File: config.mk
export PLATFORM = sky130hd
export DESIGN_NAME = iomem_slot_ctrl
export DESIGN_NICKNAME = d
export VERILOG_FILES = /design/src/rtl/iomem_slot_ctrl.sv
export SDC_FILE = /design/constraint.sdc
export NUM_CORES = 1
export LEC_CHECK = 0
export CAP_MARGIN = 20
export CORE_ASPECT_RATIO = 0.6
export CORE_MARGIN = 10
export CORE_UTILIZATION = 42
export CTS_CLUSTER_DIAMETER = 150
export DETAILED_ROUTE_END_ITERATION = 7
export PLACE_DENSITY = 0.81
export SYNTH_ARGS = -nofsm -noshare
export SYNTH_HDL_FRONTEND = slang
export SYNTH_SLANG_ARGS = --single-unit
File: constraint.sdc
create_clock -name clk -period 3.3 [get_ports clk]
set_clock_uncertainty 0.1 [all_clocks]
set_input_delay 0.99 -clock clk [delete_from_list [all_inputs] [get_ports clk]]
set_output_delay 0.99 -clock clk [all_outputs]
set_load 0.01 [all_outputs]
File: src/rtl/iomem_slot_ctrl.sv
// iomem window sequencer: decodes 0x03xx_xxxx onto NUM_SLOTS peripheral slots.
// A watchdog makes sure every decoded access gets m_ready. Each error or timeout is logged.
module iomem_slot_ctrl #(
    parameter int          NUM_SLOTS = 4,
    parameter int          TIMEOUT   = 255,
    parameter logic [7:0]  BASE      = 8'h03,
    parameter logic [31:0] ERR_DATA  = 32'hDEADBEEF
) (
    input  logic                      clk,
    input  logic                      resetn,
    input  logic                      m_valid,
    output logic                      m_ready,
    input  logic [3:0]                m_wstrb,
    input  logic [31:0]               m_addr,
    input  logic [31:0]               m_wdata,
    output logic [31:0]               m_rdata,
    output logic [NUM_SLOTS-1:0]      s_valid,
    output logic [3:0]                s_wstrb,
    output logic [19:0]               s_addr,
    output logic [31:0]               s_wdata,
    input  logic [NUM_SLOTS-1:0]      s_ready,
    input  logic [32*NUM_SLOTS-1:0]   s_rdata,
    output logic [7:0]                err_count,
    output logic [31:0]               err_addr
);

    typedef enum logic [1:0] {
        ST_IDLE,
        ST_BUSY,
        ST_ACK
    } state_t;

    state_t                 r_state;
    state_t                 w_state_next;
    logic                   r_m_ready;
    logic [31:0]            r_m_rdata;
    logic [NUM_SLOTS-1:0]   r_s_valid;
    logic [3:0]             r_wstrb;
    logic [31:0]            r_addr;
    logic [31:0]            r_wdata;
    logic [15:0]            r_cnt;
    logic [7:0]             r_err_count;
    logic [31:0]            r_err_addr;

    logic                   w_start;
    logic                   w_mapped;
    logic                   w_done_ok;
    logic                   w_timeout;
    logic                   w_log_err;
    logic                   w_sel_ready;
    logic [31:0]            w_sel_rdata;
    logic [31:0]            w_err_addr;
    logic [NUM_SLOTS-1:0]   w_onehot;

    // Only the latched slot's handshake is looked at, so stray s_ready pulses are harmless.
    always_comb begin
        w_sel_ready = 1'b0;
        w_sel_rdata = '0;
        for (int k = 0; k < NUM_SLOTS; k++) begin
            if (r_addr[23:20] == 4'(k)) begin
                w_sel_ready = s_ready[k];
                w_sel_rdata = s_rdata[32*k +: 32];
            end
        end
    end

    assign w_onehot   = NUM_SLOTS'(1) << m_addr[23:20];
    assign w_err_addr = (r_state == ST_IDLE) ? m_addr : r_addr;

    // NOTE: every signal gets a default before the case statement. Without that, a path that
    // skips an assignment would infer a latch.
    always_comb begin
        w_state_next = r_state;
        w_start      = 1'b0;
        w_mapped     = 1'b0;
        w_done_ok    = 1'b0;
        w_timeout    = 1'b0;
        w_log_err    = 1'b0;
        case (r_state)
            ST_IDLE: begin
                if (m_valid && (m_addr[31:24] == BASE)) begin
                    w_start = 1'b1;
                    if ({1'b0, m_addr[23:20]} < 5'(NUM_SLOTS)) begin
                        w_mapped     = 1'b1;
                        w_state_next = ST_BUSY;
                    end else begin
                        w_log_err    = 1'b1;
                        w_state_next = ST_ACK;
                    end
                end
            end
            ST_BUSY: begin
                if (w_sel_ready) begin
                    w_done_ok    = 1'b1;
                    w_state_next = ST_ACK;
                end else if (r_cnt == 16'(TIMEOUT - 1)) begin
                    w_timeout    = 1'b1;
                    w_log_err    = 1'b1;
                    w_state_next = ST_ACK;
                end
            end
            default: w_state_next = ST_IDLE;
        endcase
    end

    // NOTE: sequential state uses non-blocking assignments only, so all registers update
    // together at the clock edge, regardless of the order of the statements.
    always_ff @(posedge clk) begin
        if (!resetn) begin
            r_state     <= ST_IDLE;
            r_m_ready   <= 1'b0;
            r_m_rdata   <= '0;
            r_s_valid   <= '0;
            r_wstrb     <= '0;
            r_addr      <= '0;
            r_wdata     <= '0;
            r_cnt       <= '0;
            r_err_count <= '0;
            r_err_addr  <= '0;
        end else begin
            r_state   <= w_state_next;
            r_m_ready <= (w_state_next == ST_ACK);

            if (w_start) begin
                r_wstrb <= m_wstrb;
                r_addr  <= m_addr;
                r_wdata <= m_wdata;
                r_cnt   <= '0;
                if (w_mapped) r_s_valid <= w_onehot;
                else          r_m_rdata <= ERR_DATA;
            end

            if (w_done_ok) begin
                r_m_rdata <= w_sel_rdata;
                r_s_valid <= '0;
            end else if (w_timeout) begin
                r_m_rdata <= ERR_DATA;
                r_s_valid <= '0;
            end else if (r_state == ST_BUSY) begin
                r_cnt <= r_cnt + 16'd1;
            end

            if (w_log_err) begin
                if (r_err_count != 8'hFF) r_err_count <= r_err_count + 8'd1;
                r_err_addr <= w_err_addr;
            end
        end
    end

    assign m_ready   = r_m_ready;
    assign m_rdata   = r_m_rdata;
    assign s_valid   = r_s_valid;
    assign s_wstrb   = r_wstrb;
    assign s_addr    = r_addr[19:0];
    assign s_wdata   = r_wdata;
    assign err_count = r_err_count;
    assign err_addr  = r_err_addr;

endmodule

==> tab_implementation.tex, run 1 <==
\begin{tabular}{lr}
\hline
Metric & Value \\
\hline
\multicolumn{2}{l}{\textbf{Setup path}} \\
CP max FO & 9 \\
Type of the worst setup path & in2reg \\
Required time reported for the critical path endpoint & 3.54 ns \\
Crit path capture type & flop \\
Critical Path Start Type & primary input \\
Data arrival at the endpoint of the critical path & 3.10 ns \\
\multicolumn{2}{l}{\textbf{Route}} \\
Number of vias in the routed layout & 7739 \\
Average detailed-routed wire length per instance & 19.7 um \\
Residual antenna-violating net count after detailed routing & 0 \\
Remaining routing DRC violations & 0 \\
Number of iterations in the first detailed-routing pass & 5 \\
Violation count after the first detailed-route iteration & 709 \\
Final routed wirelength across all metal layers & 28200 um \\
Average via count per standard cell & 5.42 \\
\multicolumn{2}{l}{\textbf{Clocking}} \\
Clock tree root driver cell & clkbuf\_16 \\
Clock latency at the later pin of the worst-skew pair & 0.42 ns \\
Number of sinks handled by clock tree synthesis & 163 \\
H-tree level count & 4 \\
Number of CTS-inserted buffers & 17 \\
Clock tree from TritonCTS & yes \\
Number of setup buffers added after CTS & 0 \\
CTS clock-pin slew for the worst setup and hold paths & 0.07 ns \\
Maximum clock path buffer count & 2 \\
Count of instances resized after the clock tree is built & 0 \\
CTS Hold Bufs & 0 \\
\multicolumn{2}{l}{\textbf{STA}} \\
Max-slew headroom & 41.0\% \\
Pin slew with the least headroom to its limit & 0.878 ns \\
Max frequency & 350 MHz \\
Final setup viols & 0 \\
Final worst path period need & 2.86 ns \\
Worst hold margin & 0.351 ns \\
Final-layout setup total negative slack & 0 ns \\
Max-slew violations & 0 \\
Number of hold violations in the final report & 0 \\
Share of the clock period used by the worst path after layout & 86.7\% \\
Unrepaired setup endpoints after global routing & false \\
Final worst-path setup slack & 0.440 ns \\
\multicolumn{2}{l}{\textbf{Final layout}} \\
Layout-stage area growth over the synthesis result & 55.3\% \\
Post-route non-filler standard cell count & 1429 \\
Final instance area & 11600 um\^{}2 \\
Share of cells above drive strength 1 & 8.54\% \\
Number of diodes & 0 \\
Net total in the final layout & 1388 \\
\multicolumn{2}{l}{\textbf{Yosys}} \\
Post-synthesis instance area & 7460 um\^{}2 \\
Yosys Warn Count & 0 \\
Gate count of the mapped netlist & 889 \\
Top-count cell post-synth & nand2\_1 \\
Most area-hungry cell type in the Yosys netlist & dfxtp\_1 \\
Top cells by count, synth & nand2\_1 (190), dfxtp\_1 (163), a21oi\_1 (81) \\
Unique masters post-synth & 50 \\
Main synth FF type & dfxtp\_1 \\
Number of register bits inferred by synthesis & 163 \\
Post-Synthesis Mean Instance Area & 8.39 um\^{}2 \\
Post-synthesis net count & 1095 \\
Cells taking the most area after synthesis & dfxtp\_1 (44\%), nand2\_1 (9.6\%), mux2i\_1 (8.5\%) \\
Fraction of synthesized cell area taken by the top area cell type & 43.8\% \\
Count of flip-flops with a built-in enable after synthesis & 0 \\
Sequential cell area fraction in the yosys report & 43.8\% \\
Asr flop ratio synth & 0\% \\
\multicolumn{2}{l}{\textbf{Placement}} \\
Total placed instance area & 11000 um\^{}2 \\
Placer's final routability congestion estimate & 0.942 \\
Dpl hpwl & 21400 um \\
Buffers added on ports & 335 \\
Cell total after placement & 1397 \\
Post-placement worst setup slack & 0.0562 ns \\
\multicolumn{2}{l}{\textbf{Floorplanning}} \\
Starting Density & 43.2\% \\
Die boundary height & 123 um \\
Top Ports & 336 \\
Cell Rows & 37 \\
Die area & 23700 um\^{}2 \\
Die W & 192 um \\
Core Area & 17300 um\^{}2 \\
\multicolumn{2}{l}{\textbf{Status}} \\
Run status & finished clean \\
\multicolumn{2}{l}{\textbf{Global route}} \\
Largest net degree at the start of global routing & 79 \\
Number of antenna violations at the first check in global routing & 0 \\
Vias in the first global route & 7573 \\
Wire length of the first global-routing pass & 42800 um \\
Total overflow reported by the global router & 0 \\
Global-route usage over all layers & 22.6\% \\
\multicolumn{2}{l}{\textbf{Pwr}} \\
LEAKAGE & 3.89 nW \\
Total power density per cell area & 382 nW/um\^{}2 \\
Maximum resistive drop on vdd & 374 uV \\
\multicolumn{2}{l}{\textbf{Min path}} \\
Kind of path behind the tightest hold check & reg2reg \\
\multicolumn{2}{l}{\textbf{Flow run}} \\
Maxcap violations & 0 \\
\hline
\end{tabular}
## placed cells by master, fill, tap and decap left out, types with 3 or more instances in the layout
| cell type | n |
|---|---|
| clkdlybuf4s50_1 | 334 |
| nand2_1 | 190 |
| dfxtp_1 | 162 |
| a21oi_1 | 81 |
| mux2i_1 | 63 |
| nor2_1 | 48 |
| o21ai_0 | 43 |
| a311oi_1 | 33 |
| o22ai_1 | 33 |
| buf_4 | 28 |
| o221a_2 | 24 |
| clkbuf_16 | 17 |
| nand3_1 | 14 |
| and3_1 | 9 |
| nor3_1 | 8 |
| or3_1 | 7 |
| or4_1 | 6 |
| a221oi_1 | 6 |
| inv_1 | 5 |
| nand4_1 | 5 |
| nor4_1 | 4 |
| nand2b_1 | 4 |
| inv_6 | 4 |
| inv_8 | 4 |
| buf_12 | 4 |
| mux2_2 | 3 |
| o31ai_1 | 3 |
| nand3b_1 | 3 |
| a21o_1 | 3 |
| nor3b_1 | 3 |
| a22oi_1 | 3 |
| ha_1 | 3 |
## path summary, 6_finish.rpt
check / cells after the start / to / start / slack, ns
worst min register to register: 2 / s_wstrb[0] / s_wstrb[0] / 0.35
worst min-delay path: 2 / s_wstrb[0] / s_wstrb[0] / 0.35
worst max-delay path: 7 / err_count[5] / s_ready[1] / 0.44
worst max register to register: 7 / err_count[5] / r_cnt[1] / 0.48
## cell families after synthesis
group / after synthesis / share of synthesized area [%]
fa+ha+maj: 3 / 0.503
buf+inv: 99 / 6.12
compound gates: 240 / 21.7
flops: 163 / 43.8
simple gates: 316 / 18.8
xor+xnor: 2 / 0.235
mux: 66 / 8.91
## worst max-delay path, cell delays in order
cell and delay [ns]:
clkdlybuf4s50_1 0.46, mux2i_1 0.23, o221ai_1 0.35, o22a_4 0.37, buf_12 0.13, nor4_1 0.34
mux2i_1 0.24
## through the flow
stage	util, %	power (W)
2_1_floorplan	-	0.00210
6_report	67.1	0.00442
3_3_place_gp	63.5	0.00238
4_1_cts	67.1	0.00445
5_1_grt	67.1	0.00456
3_5_place_dp	63.5	0.00238
## registers in the layout, summed over array words and instances (netlist names)
name / count
m_ready: 1
r_state: 2
r_cnt: 16
r_addr: 32
s_wdata: 32
err_addr: 32
err_count: 8
s_wstrb: 4
m_rdata: 32
s_valid: 4
## report_power, final
part           switching [W]  total [W]  internal, W
Combinational       0.000119   0.000370     0.000251
Sequential        0.00000149    0.00197      0.00197
Clock               0.000927    0.00208      0.00115
Total                0.00105    0.00442      0.00337
## metal layers
layer  GRT usage [%]  wire [um]
met5               0          0
met1            29.0      12100
met2            36.4      13300
met4            4.53        257
met3            7.62       2600
## cell type report
type                            count  area (um^2)
Clock inverter                     15          185
Sequential cell                   163         3270
Clock buffer                       17          425
Timing Repair Buffer              367         3640
Tap cell                          234          293
Multi-Input combinational cell    627         3750
Inverter                            6         23.8
Fill cell                        1444         5690
No activity file was read; power rests on OpenSTA's default activity.
==> run 2, diff against run 1 <==
--- a/config.mk
+++ b/config.mk
@@ -11,6 +11,7 @@
 export CORE_UTILIZATION = 42
 export CTS_CLUSTER_DIAMETER = 150
 export DETAILED_ROUTE_END_ITERATION = 7
+export MAX_ROUTING_LAYER = met4
 export PLACE_DENSITY = 0.81
 export SYNTH_ARGS = -nofsm -noshare
 export SYNTH_HDL_FRONTEND = slang
==> run 2 against run 1 <==
Against the previous run: sequential power barely moved; flip-flop and latch count did not move; total power decreased by 2.2%; critical path depth rose by 2; combinational power hardly changed; die area did not move; non-clock buffer count down 4; global-route usage increased by 0.55 points; routed wire length is 0.41% lower; core utilization fell by 0.31 points; highest routed layer unchanged.
==> tab_implementation.tex, run 2 (same netlist as run 1, synthesis figures left out) <==
\begin{tabular}{lr}
\hline
Metric & Value \\
\hline
\multicolumn{2}{l}{\textbf{Clocking}} \\
Count of instances resized after the clock tree is built & 0 \\
H-tree level count & 4 \\
Clock tree from TritonCTS & yes \\
CTS clock-pin slew for the worst setup and hold paths & 0.07 ns \\
Clock latency at the later pin of the worst-skew pair & 0.41 ns \\
Number of setup buffers added after CTS & 0 \\
Clock tree root driver cell & clkbuf\_16 \\
CTS Hold Bufs & 0 \\
Number of sinks handled by clock tree synthesis & 163 \\
Maximum clock path buffer count & 2 \\
Number of CTS-inserted buffers & 17 \\
\multicolumn{2}{l}{\textbf{Floorplanning}} \\
Top Ports & 336 \\
Cell Rows & 37 \\
Die boundary height & 123 um \\
Die area & 23700 um\^{}2 \\
Starting Density & 43.2\% \\
Core Area & 17300 um\^{}2 \\
Die W & 192 um \\
\multicolumn{2}{l}{\textbf{Placement}} \\
Post-placement worst setup slack & 0.0759 ns \\
Buffers added on ports & 335 \\
Total placed instance area & 10900 um\^{}2 \\
Placer's final routability congestion estimate & 0.946 \\
Dpl hpwl & 21200 um \\
\multicolumn{2}{l}{\textbf{STA}} \\
Max-slew violations & 0 \\
Pin slew with the least headroom to its limit & 0.896 ns \\
Final setup viols & 0 \\
Max frequency & 353 MHz \\
Unrepaired setup endpoints after global routing & false \\
Number of hold violations in the final report & 0 \\
Share of the clock period used by the worst path after layout & 85.9\% \\
Final worst-path setup slack & 0.465 ns \\
Final-layout setup total negative slack & 0 ns \\
Final worst path period need & 2.83 ns \\
Max-slew headroom & 39.8\% \\
\multicolumn{2}{l}{\textbf{Setup path}} \\
Startpoint of the worst register-to-register path & r\_cnt[1] \\
CP Capture Point & err\_addr[21] \\
Worst reg2reg path depth & 6 \\
Data arrival at the endpoint of the critical path & 3.05 ns \\
Register-to-register setup slack & 0.51 ns \\
Required time reported for the critical path endpoint & 3.51 ns \\
CP max FO & 54 \\
Type of the worst setup path & in2reg \\
Crit path capture type & flop \\
Critical Path Start Type & primary input \\
Crit path from & m\_addr[28] \\
Worst r2r dst & err\_count[3] \\
\multicolumn{2}{l}{\textbf{Route}} \\
Final routed wirelength across all metal layers & 28100 um \\
Number of iterations in the first detailed-routing pass & 5 \\
Violation count after the first detailed-route iteration & 616 \\
Number of vias in the routed layout & 7728 \\
Average via count per standard cell & 5.42 \\
Average detailed-routed wire length per instance & 19.7 um \\
Residual antenna-violating net count after detailed routing & 0 \\
Remaining routing DRC violations & 0 \\
\multicolumn{2}{l}{\textbf{Pwr}} \\
Maximum resistive drop on vdd & 334 uV \\
Total power density per cell area & 375 nW/um\^{}2 \\
Clk network pwr share & 45.9\% \\
Switching power & 0.00101 W \\
Internal Power & 0.00331 W \\
Power share of the sequential group & 45.6\% \\
Part of the power in combinational logic & 8.6\% \\
Total power & 0.00432 W \\
Share of total power consumed by net switching & 23.5\% \\
LEAKAGE & 3.86 nW \\
\multicolumn{2}{l}{\textbf{Global route}} \\
Number of antenna violations at the first check in global routing & 0 \\
Largest net degree at the start of global routing & 79 \\
Global-route usage over all layers & 23.1\% \\
Vias in the first global route & 7559 \\
Total overflow reported by the global router & 0 \\
Wire length of the first global-routing pass & 42400 um \\
\multicolumn{2}{l}{\textbf{Final layout}} \\
Share of cells above drive strength 1 & 8.23\% \\
Final instance area & 11500 um\^{}2 \\
Number of diodes & 0 \\
Most common cell after layout, fill and taps aside & clkdlybuf4s50\_1 \\
Leading cell types in the layout, fill and taps excluded & clkdlybuf4s50\_1 (334), nand2\_1 (190), dfxtp\_1 (162) \\
Net total in the final layout & 1384 \\
Layout-stage area growth over the synthesis result & 54.6\% \\
\multicolumn{2}{l}{\textbf{Min path}} \\
Kind of path behind the tightest hold check & reg2reg \\
\multicolumn{2}{l}{\textbf{Status}} \\
Run status & finished clean \\
\multicolumn{2}{l}{\textbf{Flow run}} \\
Maxcap violations & 0 \\
\hline
\end{tabular}
run 2: routing by layer:
metal | vias up | GRT usage [%] | wire length [um]
met1 | 3637 | 29.6 | 12000
met5 | - | - | 0
li1 | 3773 | - | -
met2 | 303 | 35.8 | 13300
met3 | 15 | 7.00 | 2590
met4 | 0 | 4.29 | 257
run 2: layout make-up:
cell class,instances,area [um^2]
Sequential cell,163,3270
Fill cell,1442,5740
Timing Repair Buffer,363,3610
Multi-Input combinational cell,627,3750
Inverter,6,23.8
Clock buffer,18,439
Clock inverter,14,148
Tap cell,234,293
run 2: how the worst min path moves through the flow:
stage,end,from,slack (ns),depth (start not counted)
2_1_floorplan,r_addr[24],r_addr[24],0.33,2
3_3_place_gp,s_wstrb[0],s_wstrb[0],0.34,2
3_5_place_dp,s_wdata[16],s_wdata[16],0.34,2
4_1_cts,s_wdata[16],s_wdata[16],0.35,2
5_1_grt,s_wdata[30],s_wdata[30],0.37,2
6_report,s_wdata[20],s_wdata[20],0.35,2
run 2: power groups by stage:
stage                     registers (W)   logic, W  clock network (W)
after floorplan                 0.00202  0.0000893                  0
after detailed placement        0.00201   0.000368                  0
after CTS                       0.00197   0.000369            0.00202
final                           0.00197   0.000370            0.00198
after global routing            0.00197   0.000393            0.00210
after global placement          0.00201   0.000363                  0
run 2: critical path, cell delays in order:
cell and delay (ns):
clkdlybuf4s50_1 0.42, nor4_1 0.34, buf_4 0.19, nand4_1 0.14, buf_4 0.19, o22ai_4 0.13
buf_12 0.26, nor2_1 0.08, a311oi_1 0.28
run 2: stage by stage:
stage	util (%)	std cells	hold WS, ns
after floorplan	-	889	0.334
after global placement	63.4	1393	0.337
after detailed placement	63.4	1393	0.343
after CTS	66.8	1425	0.353
after global routing	66.8	1425	0.366
final	66.8	1425	0.351
==> run 3, diff against run 2 <==
--- a/config.mk
+++ b/config.mk
@@ -8,11 +8,11 @@
 export CAP_MARGIN = 20
 export CORE_ASPECT_RATIO = 0.6
 export CORE_MARGIN = 10
-export CORE_UTILIZATION = 42
+export CORE_UTILIZATION = 38
 export CTS_CLUSTER_DIAMETER = 150
 export DETAILED_ROUTE_END_ITERATION = 7
 export MAX_ROUTING_LAYER = met4
-export PLACE_DENSITY = 0.81
+export PLACE_DENSITY = 0.77
 export SYNTH_ARGS = -nofsm -noshare
 export SYNTH_HDL_FRONTEND = slang
 export SYNTH_SLANG_ARGS = --single-unit
==> constraint.sdc (replaced) <==
create_clock -name clk -period 2.35 [get_ports clk]
set_clock_uncertainty 0.1 [all_clocks]
set_input_delay 0.705 -clock clk [delete_from_list [all_inputs] [get_ports clk]]
set_output_delay 0.705 -clock clk [all_outputs]
set_load 0.01 [all_outputs]
==> run 3 against run 2 <==
Against the previous run: the run now ends with negative setup slack left; clock-buffer cell count shrank 1; via count grew 4.0%; non-clock buffer count grew 63; largest cell class is now buffers; critical endpoint is now err_addr[23].
==> tab_implementation.tex, run 3 (same netlist as run 1, synthesis figures left out) <==
\begin{tabular}{lr}
\hline
Metric & Value \\
\hline
\multicolumn{2}{l}{\textbf{Status}} \\
Run status & finished, violations left \\
Violations in the final reports & negative setup slack \\
\multicolumn{2}{l}{\textbf{STA}} \\
Pin slew with the least headroom to its limit & 0.701 ns \\
Final worst path period need & 2.58 ns \\
Final setup viols & 73 \\
Final worst-path setup slack & -0.229 ns \\
Share of the clock period used by the worst path after layout & 110\% \\
Unrepaired setup endpoints after global routing & true \\
Max-slew headroom & 53.3\% \\
Max-slew violations & 0 \\
Number of hold violations in the final report & 0 \\
Max frequency & 388 MHz \\
Worst hold margin & 0.350 ns \\
\multicolumn{2}{l}{\textbf{Final layout}} \\
Post-route non-filler standard cell count & 1520 \\
Fraction of the core area covered by cells at the end of the flow & 65.7\% \\
Leading cell types in the layout, fill and taps excluded & clkdlybuf4s50\_1 (331), nand2\_1 (189), dfxtp\_1 (160) \\
Area taken by flip-flops and latches & 3270 um\^{}2 \\
FILL cells & 1578 \\
Number of diodes & 0 \\
Share of cells above drive strength 1 & 16.4\% \\
Total area of multi-input combinational cells & 4010 um\^{}2 \\
Layout-stage area growth over the synthesis result & 68.4\% \\
Net total in the final layout & 1447 \\
Most common cell after layout, fill and taps aside & clkdlybuf4s50\_1 \\
\multicolumn{2}{l}{\textbf{Flow run}} \\
Maxcap violations & 0 \\
\multicolumn{2}{l}{\textbf{Placement}} \\
Post-placement worst setup slack & -0.560 ns \\
Placer's final routability congestion estimate & 0.909 \\
Buffers added on ports & 335 \\
Cell total after placement & 1466 \\
Dpl hpwl & 21800 um \\
\multicolumn{2}{l}{\textbf{Floorplanning}} \\
Die area & 25800 um\^{}2 \\
Cell Rows & 39 \\
Die boundary height & 129 um \\
Starting Density & 39.0\% \\
Die W & 201 um \\
Top Ports & 336 \\
Core Area & 19100 um\^{}2 \\
\multicolumn{2}{l}{\textbf{Pwr}} \\
Total power & 0.00619 W \\
Maximum resistive drop on vdd & 526 uV \\
LEAKAGE & 4.39 nW \\
Total power density per cell area & 493 nW/um\^{}2 \\
\multicolumn{2}{l}{\textbf{Setup path}} \\
Crit path capture type & flop \\
Required time reported for the critical path endpoint & 2.57 ns \\
Data arrival at the endpoint of the critical path & 2.80 ns \\
Critical Path Start Type & flop \\
Type of the worst setup path & reg2reg \\
CP max FO & 7 \\
\multicolumn{2}{l}{\textbf{Clocking}} \\
Clock latency at the later pin of the worst-skew pair & 0.42 ns \\
CTS clock-pin slew for the worst setup and hold paths & 0.07 ns \\
Number of sinks handled by clock tree synthesis & 163 \\
Maximum clock path buffer count & 2 \\
H-tree level count & 4 \\
Clock tree root driver cell & clkbuf\_16 \\
Clock tree from TritonCTS & yes \\
Number of CTS-inserted buffers & 17 \\
\multicolumn{2}{l}{\textbf{Global route}} \\
Number of antenna violations at the first check in global routing & 0 \\
Largest net degree at the start of global routing & 85 \\
Wire length of the first global-routing pass & 45700 um \\
Global-route usage over all layers & 22.8\% \\
Vias in the first global route & 7913 \\
Total overflow reported by the global router & 0 \\
\multicolumn{2}{l}{\textbf{Route}} \\
Average detailed-routed wire length per instance & 20.2 um \\
Residual antenna-violating net count after detailed routing & 0 \\
Number of iterations in the first detailed-routing pass & 5 \\
Violation count after the first detailed-route iteration & 517 \\
Average via count per standard cell & 5.29 \\
Final routed wirelength across all metal layers & 30700 um \\
Number of vias in the routed layout & 8034 \\
Remaining routing DRC violations & 0 \\
\multicolumn{2}{l}{\textbf{Min path}} \\
Kind of path behind the tightest hold check & reg2reg \\
\hline
\end{tabular}
run 3: changes by cell type in the layout (fill, tap and decap cells not counted), moves of 5 or more:
cell	change
buf_6	+6
a311oi_2	+8
buf_16	+6
nor2_1	-11
nor2_4	+7
a311oi_1	-8
buf_12	+5
buf_4	+44
run 3: worst max-delay path: stages (launching register included):
cell and delay [ns]:
dfxtp_2 0.32, inv_2 0.06, ha_4 0.12, or4b_4 0.46, or4_4 0.48, buf_6 0.15, o22ai_4 0.16, buf_12 0.19
buf_12 0.14, nor2_2 0.04, a311oi_2 0.26
run 3: repair_timing:
item,4_1_cts,5_1_grt
setup endpoints to repair,75,122
buffers inserted,6,9
hold buffers,0,0
cloned,6,2
gates resized for setup,18,56
pin swaps,8,18
run 3: worst paths after layout:
check / from / to / slack (ns) / cells after the start
setup / recovery: r_cnt[0] / err_addr[23] / -0.23 / 10
hold reg to reg: s_wdata[1] / s_wdata[1] / 0.35 / 2
setup reg to reg: r_cnt[0] / err_addr[23] / -0.23 / 10
hold / removal: s_wdata[1] / s_wdata[1] / 0.35 / 2
run 3: cell type report:
class                      count  share of cell area, %
sequential                   163                   26.0
tap                          266                   2.65
inverter                       6                  0.189
multi-input combinational    627                   31.9
clock inverter                15                   1.35
clock buffer                  17                   3.39
timing repair buffer         426                   34.5
run 3: routing by layer:
layer,up-vias,global-route usage (%),share of wire [%]
met1,3821,29.7,45
met5,-,-,0
met3,16,6.82,7.3
met2,284,34.5,47
met4,0,4.08,0.90
li1,3913,-,-
run 3: stage by stage:
| stage | area [um^2] | setup TNS (ns) |
|---|---|---|
| 6_report | 12600 | -10.77 |
| 5_1_grt | 12600 | -16.74 |
| 4_1_cts | 12200 | -10.88 |
| 3_5_place_dp | 11300 | -56.23 |
| 3_3_place_gp | 11300 | -49.54 |
| 2_1_floorplan | 7480 | -0.530 |
run 3: power by group:
part	internal (W)	leakage (nW)	total (W)	switching, W
Sequential	0.00276	1.31	0.00276	0.00000216
Combinational	0.000372	2.78	0.000556	0.000184
Clock	0.00160	0.295	0.00287	0.00127
Total	0.00473	4.39	0.00619	0.00145
